--- config.mk ---
export PLATFORM = sky130hd
export DESIGN_NAME = brew_scheduler
export DESIGN_NICKNAME = d
export VERILOG_FILES = /design/src/rtl/brew_scheduler.sv
export SDC_FILE = /design/constraint.sdc
export NUM_CORES = 1
export LEC_CHECK = 0
export ABC_AREA = 0
export BUFFER_PORTS_ARGS = -buffer_cell sky130_fd_sc_hd__clkbuf_2
export CAP_MARGIN = 20
export CORE_MARGIN = 2
export CORE_UTILIZATION = 25
export CTS_BUF_LIST = sky130_fd_sc_hd__clkbuf_8
export DETAILED_ROUTE_END_ITERATION = 8
export PLACE_DENSITY = 0.49
export SLEW_MARGIN = 20
export SYNTH_ARGS = -nofsm -noshare
export SYNTH_HDL_FRONTEND = slang
export SYNTH_SLANG_ARGS = --single-unit
--- constraint.sdc ---
create_clock -name clock -period 3.4 [get_ports clock]
set_input_delay 0.34 -clock clock [delete_from_list [all_inputs] [get_ports clock]]
set_output_delay 0.34 -clock clock [all_outputs]
set_load 0.01 [all_outputs]
--- src/rtl/brew_scheduler.sv ---
// Round-robin scheduler sharing one coffee machine between NUM_REQ requesters.
// Latches requests, grants the machine, and sequences ready/brew/stop per order.
module brew_scheduler #(
    parameter int NUM_REQ     = 4,
    parameter int BREW_CYCLES = 16
) (
    input  logic               clock,
    input  logic               reset,
    input  logic [NUM_REQ-1:0] req,
    input  logic               mach_ready,
    input  logic               mach_brewing,
    output logic               B,
    output logic               S,
    output logic [NUM_REQ-1:0] grant,
    output logic [NUM_REQ-1:0] done,
    output logic [NUM_REQ-1:0] pending,
    output logic               busy
);
    localparam int CNT_W = $clog2(BREW_CYCLES + 1);
    localparam int IDX_W = (NUM_REQ > 1) ? $clog2(NUM_REQ) : 1;
    localparam logic [CNT_W-1:0] CNT_LAST = CNT_W'(BREW_CYCLES - 1);
    localparam logic [IDX_W-1:0] IDX_MAX  = IDX_W'(NUM_REQ - 1);
    localparam logic [IDX_W:0]   NUM_L    = (IDX_W + 1)'(NUM_REQ);
    localparam logic [IDX_W:0]   ONE_L    = (IDX_W + 1)'(1);

    typedef enum logic [2:0] {
        IDLE       = 3'd0,
        WAIT_READY = 3'd1,
        START      = 3'd2,
        BREWING    = 3'd3,
        STOP       = 3'd4,
        DONE       = 3'd5
    } state_t;

    state_t             state;
    logic [CNT_W-1:0]   cnt;
    logic [IDX_W-1:0]   last;
    logic [IDX_W-1:0]   gidx;
    logic [NUM_REQ-1:0] pend_eff;
    logic [NUM_REQ-1:0] rot;
    logic [IDX_W:0]     last_p1;
    logic [IDX_W:0]     pick_ofs;
    logic [IDX_W:0]     pick_sum;
    logic [IDX_W-1:0]   pick_idx;
    logic               pick_vld;

    // Requests arriving this cycle are eligible immediately, so an idle
    // scheduler grants on the same edge that latches the request.
    assign pend_eff = pending | req;

    // Rotate so that bit 0 is the requester after 'last'; the lowest set bit wins.
    always_comb begin
        last_p1  = {1'b0, last} + ONE_L;
        rot      = NUM_REQ'({pend_eff, pend_eff} >> last_p1);
        pick_vld = 1'b0;
        pick_ofs = '0;
        for (int j = NUM_REQ - 1; j >= 0; j--) begin
            if (rot[j]) begin
                pick_vld = 1'b1;
                pick_ofs = (IDX_W + 1)'(j);
            end
        end
        pick_sum = last_p1 + pick_ofs;
        pick_idx = (pick_sum >= NUM_L) ? IDX_W'(pick_sum - NUM_L) : IDX_W'(pick_sum);
    end

    always_ff @(posedge clock or posedge reset) begin
        if (reset) begin
            state   <= IDLE;
            pending <= '0;
            grant   <= '0;
            done    <= '0;
            B       <= 1'b0;
            S       <= 1'b0;
            busy    <= 1'b0;
            cnt     <= '0;
            last    <= IDX_MAX;
            gidx    <= '0;
        end else begin
            pending <= ((state == DONE) ? (pending & ~grant) : pending) | req;
            done    <= '0;
            B       <= 1'b0;
            S       <= 1'b0;
            case (state)
                IDLE: begin
                    if (pick_vld) begin
                        state <= WAIT_READY;
                        grant <= NUM_REQ'(1) << pick_idx;
                        gidx  <= pick_idx;
                        busy  <= 1'b1;
                    end
                end
                WAIT_READY: begin
                    if (mach_ready) begin
                        state <= START;
                        B     <= 1'b1;
                    end
                end
                START: begin
                    if (mach_brewing) begin
                        state <= BREWING;
                        cnt   <= '0;
                    end else begin
                        B <= 1'b1;
                    end
                end
                // The counter holds at its exit value rather than wrapping.
                BREWING: begin
                    if (cnt == CNT_LAST) begin
                        state <= STOP;
                        S     <= 1'b1;
                    end else if (!mach_brewing) begin
                        state <= DONE;
                        done  <= grant;
                    end else begin
                        cnt <= cnt + CNT_W'(1);
                    end
                end
                STOP: begin
                    if (!mach_brewing) begin
                        state <= DONE;
                        done  <= grant;
                    end else begin
                        S <= 1'b1;
                    end
                end
                DONE: begin
                    state <= IDLE;
                    last  <= gidx;
                    grant <= '0;
                    busy  <= 1'b0;
                end
                default: begin
                    state <= IDLE;
                    grant <= '0;
                    busy  <= 1'b0;
                end
            endcase
        end
    end
endmodule

Word-level counts from Yosys, hierarchy flattened
Index checks and enable logic that the tools add are counted.
{"block": "word_totals", "register_bits": 27, "out_inout_bits": 15, "elab_cells": 73}
{"block": "op_classes", "add_sub_neg": 4, "magnitude_cmp": 1, "n_eq_ne": 11, "n_shift": 2, "n_mux": 33, "bitwise": 5, "reduce_logical": 7}
{"cell": "two-way mux 3 bit", "n": 8}
{"cell": "two-way mux 4 bit", "n": 4}
{"cell": "one-hot mux 4 bit (2 select lines)", "n": 2}
{"cell": "two-way mux 5 bit", "n": 3}
{"cell": "one-hot mux 3 bit (5 select lines)", "n": 1}
{"cell": "inequality test 2 bit, second input constant", "n": 5}
{"cell": "one-hot mux 5 bit (2 select lines)", "n": 1}
{"cell": "two-way mux 1 bit", "n": 9}
{"cell": "bitwise OR 4 bit", "n": 2}
{"cell": ">> shifter 8 x 3 -> 4 bit", "n": 1}
{"cell": "equality test 3 x 2 -> 1 bit, second input constant", "n": 2}
{"cell": "equality test 3 bit, second input constant", "n": 2}
{"cell": "one-hot mux 1 bit (2 select lines)", "n": 3}
{"cell": "adder 5 x 1 -> 5 bit, second input constant", "n": 1}
{"cell": "equality test 5 x 4 -> 1 bit, second input constant", "n": 1}
{"cell": "bitwise AND 4 bit", "n": 1}
{"cell": "two-way mux 2 bit", "n": 2}
{"cell": "NOT 4 bit", "n": 1}
{"cell": "AND reduction 2 bit", "n": 2}
{"cell": "AND reduction 4 bit", "n": 1}
{"cell": "OR reduction 4 bit", "n": 1}
{"cell": "left shift 1 x 2 -> 4 bit, first input constant", "n": 1}
{"cell": "adder 2 x 1 -> 3 bit, second input constant", "n": 1}
{"cell": "adder 3 bit", "n": 1}
{"cell": "7 further kinds", "n": 7}

Longest topological paths before layout
{"block": "depth", "depth_word": 12, "depth_mapped": 9, "mapped_depth_nobuf": 9}

Worst setup path after synthesis
OpenSTA, ideal clock, no wires.
{"block": "synth_timing", "path_type": "reg-to-reg", "from": "register pending[3]", "to": "register grant[1]", "setup_time_ns": 0.080, "arrival_time_ns": 2.374, "setup_slack_ns": 0.946, "path_stages_with_launch": 8, "path_buffers": 0, "period_less_slack_ns": 2.454, "cell_sequence": "dfrtp_1 or4_1 and3_1 a221oi_1 ha_1 a211oi_1 o2111ai_1 o211ai_2"}
{"block": "synth_between", "elab_chain_cells": 12, "word_cells_on_any_way": 19, "classes_between": "add/sub: 2; order compare: 1; eq/ne: 1; shift: 2; mux: 11; bitwise: 1; reduce/logical: 1"}
{"item": "start, declared", "line": "16", "text": "output logic [NUM_REQ-1:0] pending,"}
{"item": "start signal, assigned", "line": "80", "text": "pending <= ((state == DONE) ? (pending & ~grant) : pending) | req;"}
{"item": "bitwise OR 4 bit *", "line": "49", "text": "assign pend_eff = pending | req;"}
{"item": ">> shifter 8 x 3 -> 4 bit *", "line": "54", "text": "rot = NUM_REQ'({pend_eff, pend_eff} >> last_p1);"}
{"item": "two-way mux 2 bit", "line": "58", "text": "if (rot[j]) begin"}
{"item": "two-way mux 3 bit (3 in a row)", "line": "58"}
{"item": "adder 3 bit", "line": "63", "text": "pick_sum = last_p1 + pick_ofs;"}
{"item": "greater-or-equal comparator 3 bit / subtractor 2 x 1 -> 2 bit (equally long branches)", "line": "64", "text": "pick_idx = (pick_sum >= NUM_L) ? IDX_W'(pick_sum - NUM_L) : IDX_W'(pick_sum);"}
{"item": "two-way mux 2 bit", "line": "64"}
{"item": "left shift 1 x 2 -> 4 bit", "line": "88", "text": "grant <= NUM_REQ'(1) << pick_idx;"}
{"item": "two-way mux 4 bit", "line": "86", "text": "if (pick_vld) begin"}
{"item": "one-hot mux 4 bit (2 select lines)", "line": "84", "text": "case (state)"}
{"item": "end signal, assigned", "line": "88"}
{"item": "end, declared", "line": "14", "text": "output logic [NUM_REQ-1:0] grant,"}
Mark *: on every way between the ends. The rest lies on a longest branch, timed or not. The select of a mux whose other input is x is not followed.
A chain may end at the register's enable or synchronous reset.

Worst setup path in the final report
{"block": "layout_timing", "from": "register pending[3]", "to": "register grant[0]"}
Same word-level chain as after synthesis.

==> impl_metrics.yaml <==
logic_synthesis:
  yosysWarnings: 0
  synth_most_common_cell: "dfrtp_1"
  syn_avg_cell_area_um2: 9.52
  synthTopCellsByArea: "dfrtp_1, nand2_1, o211ai_2"
  synth_flop_cell: "dfrtp_1"
  synth_top_area_frac: 0.411
  synth_top_area_cell: "dfrtp_1"
  ys_seq_area_frac: 0.445
  synth_seq_cells: 27
  syn_inst: 160
  synthArstFlopShare: 1.00
  yosysUniqueCellTypes: 43
  syn_nets: 172
  synth_edf_count: 0
  synth_common_cells: "dfrtp_1, nand2_1, inv_1"
  synth_area_um2: 1520
min_path:
  hp-class: "input port to asynchronous set/reset pin"
clock_tree:
  cts-root-buf: "clkbuf_8"
  clkLatencyLatePin_ps: 270
  clk_pin_slew_ps: 100
  ctsResizeCount: 0
  cts_tree: "built"
  clock_sinks: 27
  numCtsBuffers: 3
  clockBufferDepth: 2
  htree_num_levels: 1
  holdBufCountCts: 0
  post_cts_buffers: 0
grt:
  grt_max_degree: 28
  grt_pass1_wl_um: 5400
  overflow: 0
  grt.total_usage: 0.102
  antenna_found_initial: 0
  grt_pass1_vias: 1146
pwr:
  power.total_w: 0.00128
  power_per_cell_area_nw_per_um2: 730
  p_leak_nw: 0.743
  ir_worst_vdd_mv: 0.209
run_status:
  status: "finished clean"
floorplanning:
  dieHeight_um: 82.1
  die_x_um: 82.1
  num_rows: 28
  initial_core_util: 0.257
  dieArea_um2: 6740
  core_um2: 5920
  ios: 23
setup_path:
  cp-end-kind: "flip-flop"
  start_kind: "flip-flop"
  required_ps: 3600
  crit_type: "flip-flop to flip-flop"
  path_max_fanout: 8
  worstPathArrival_ps: 2870
place:
  portBuffers: 22
  place_congestion: 0.827
  hpwl_um: 2350
job:
  drv_cap: 0
cells_and_area:
  num_antenna_cells: 0
  drive_gt1_frac: 0.218
  synthToLayoutAreaGrowth_pct: 14.6
  fin_nets: 192
  fin_util: 0.295
timing:
  skew_ps: 5.45
  rsz0062_at_grt: "no"
  period_share: 0.784
  worst_pin_slew_ps: 845
  setup_violations: 0
  max_freq_mhz: 375
  min_period_ps: 2670
  slew_headroom: 0.432
  slew_violations: 0
  hold_viol: 0
  tns_ps: 0
routing:
  via_per_inst: 5.02
  final_antenna_net_count: 0
  drtIter0Drc: 119
  routedWlPerCell_um: 12.7
  wl_um: 3230
  drcViolationCount: 0
  drtPass1Iterations: 4
  num_vias: 1276
-- final timing paths --
path	startpoint	to	slack, ps	cells past startpoint
hold / removal	reset	done[2]$_DFF_PP0_	100	2
setup reg to reg	pending[3]$_DFF_PP0_	grant[0]$_DFFE_PP0P_	730	8
setup / recovery	pending[3]$_DFF_PP0_	grant[0]$_DFFE_PP0P_	730	8
min in group clock	req[0]	pending[0]$_DFF_PP0_	310	2
hold reg to reg	gidx[1]$_DFFE_PP0P_	gidx[1]$_DFFE_PP0P_	490	2
max in group asynchronous	reset	cnt[0]$_DFFE_PP0P_	2930	2
-- placed cells by master (no fill, tap or decap), drive strengths merged, types with 4 or more instances in the layout --
| master | count |
|---|---|
| dfrtp | 25 |
| a21oi | 6 |
| ha | 4 |
| or4 | 4 |
| clkbuf | 25 |
| inv | 9 |
| nor2 | 6 |
| nor4 | 4 |
| o21ai | 8 |
| nand3 | 5 |
| o2111ai | 5 |
| and2 | 5 |
| a21o | 5 |
| nand2 | 24 |
| o211ai | 6 |
-- layout make-up --
type,count,area (um2)
fill,625,4170
multi-input combinational,118,790
sequential,27,678
timing repair buffer,22,110
tap,75,93.8
clock buffer,3,41.3
inverter,8,30.0
clock inverter,1,3.75
-- per-layer routing --
metal  GRT usage  vias up  routed length [um]
li1            -      631                   -
met3      0.0143        4                  94
met2       0.164       28                1530
met1       0.140      613                1550
met5           0        -                   0
met4      0.0350        0                  47
-- power breakdown --
group | total (W) | switching, W | internal, W
Sequential | 0.000549 | 0.000125 | 0.000424
Combinational | 0.000545 | 0.000310 | 0.000235
Clock | 0.000182 | 0.000101 | 0.0000810
Total | 0.00128 | 0.000535 | 0.000741
-- metrics by stage --
stage	hold WS, ps	worst slack (ps)	instances	instance area, um2
after floorplan	391	946	160	1520
after global placement	472	791	250	1700
after detailed placement	468	745	250	1700
after CTS	310	751	254	1750
after global routing	139	492	254	1750
final	95.7	735	254	1750
-- logic make-up (layout without fill, tap and decap cells) --
kind of cell / Yosys count / in the layout / synth area share
compound gates: 48 / 48 / 0.253
fa+ha+maj: 4 / 4 / 0.0328
buf+inv: 15 / 34 / 0.0369
flops: 27 / 27 / 0.445
mux: 1 / 1 / 0.00739
simple gates: 65 / 65 / 0.225
-- registers in the layout (all words and copies together), names as in the netlist --
register and flops:
B 1, S 1, busy 1, cnt 5, done 4, gidx 2, grant 4, last 2
pending 4, state 3
-- critical path: stages (launching register included) --
cell and delay (ps):
dfrtp_1 460, or4_1 550, and3_1 200, a221oi_1 380, ha_1 180, inv_1 30, a211oi_1 450, o2111ai_1 230
o211ai_2 110
(Power assumes the default switching activity.)
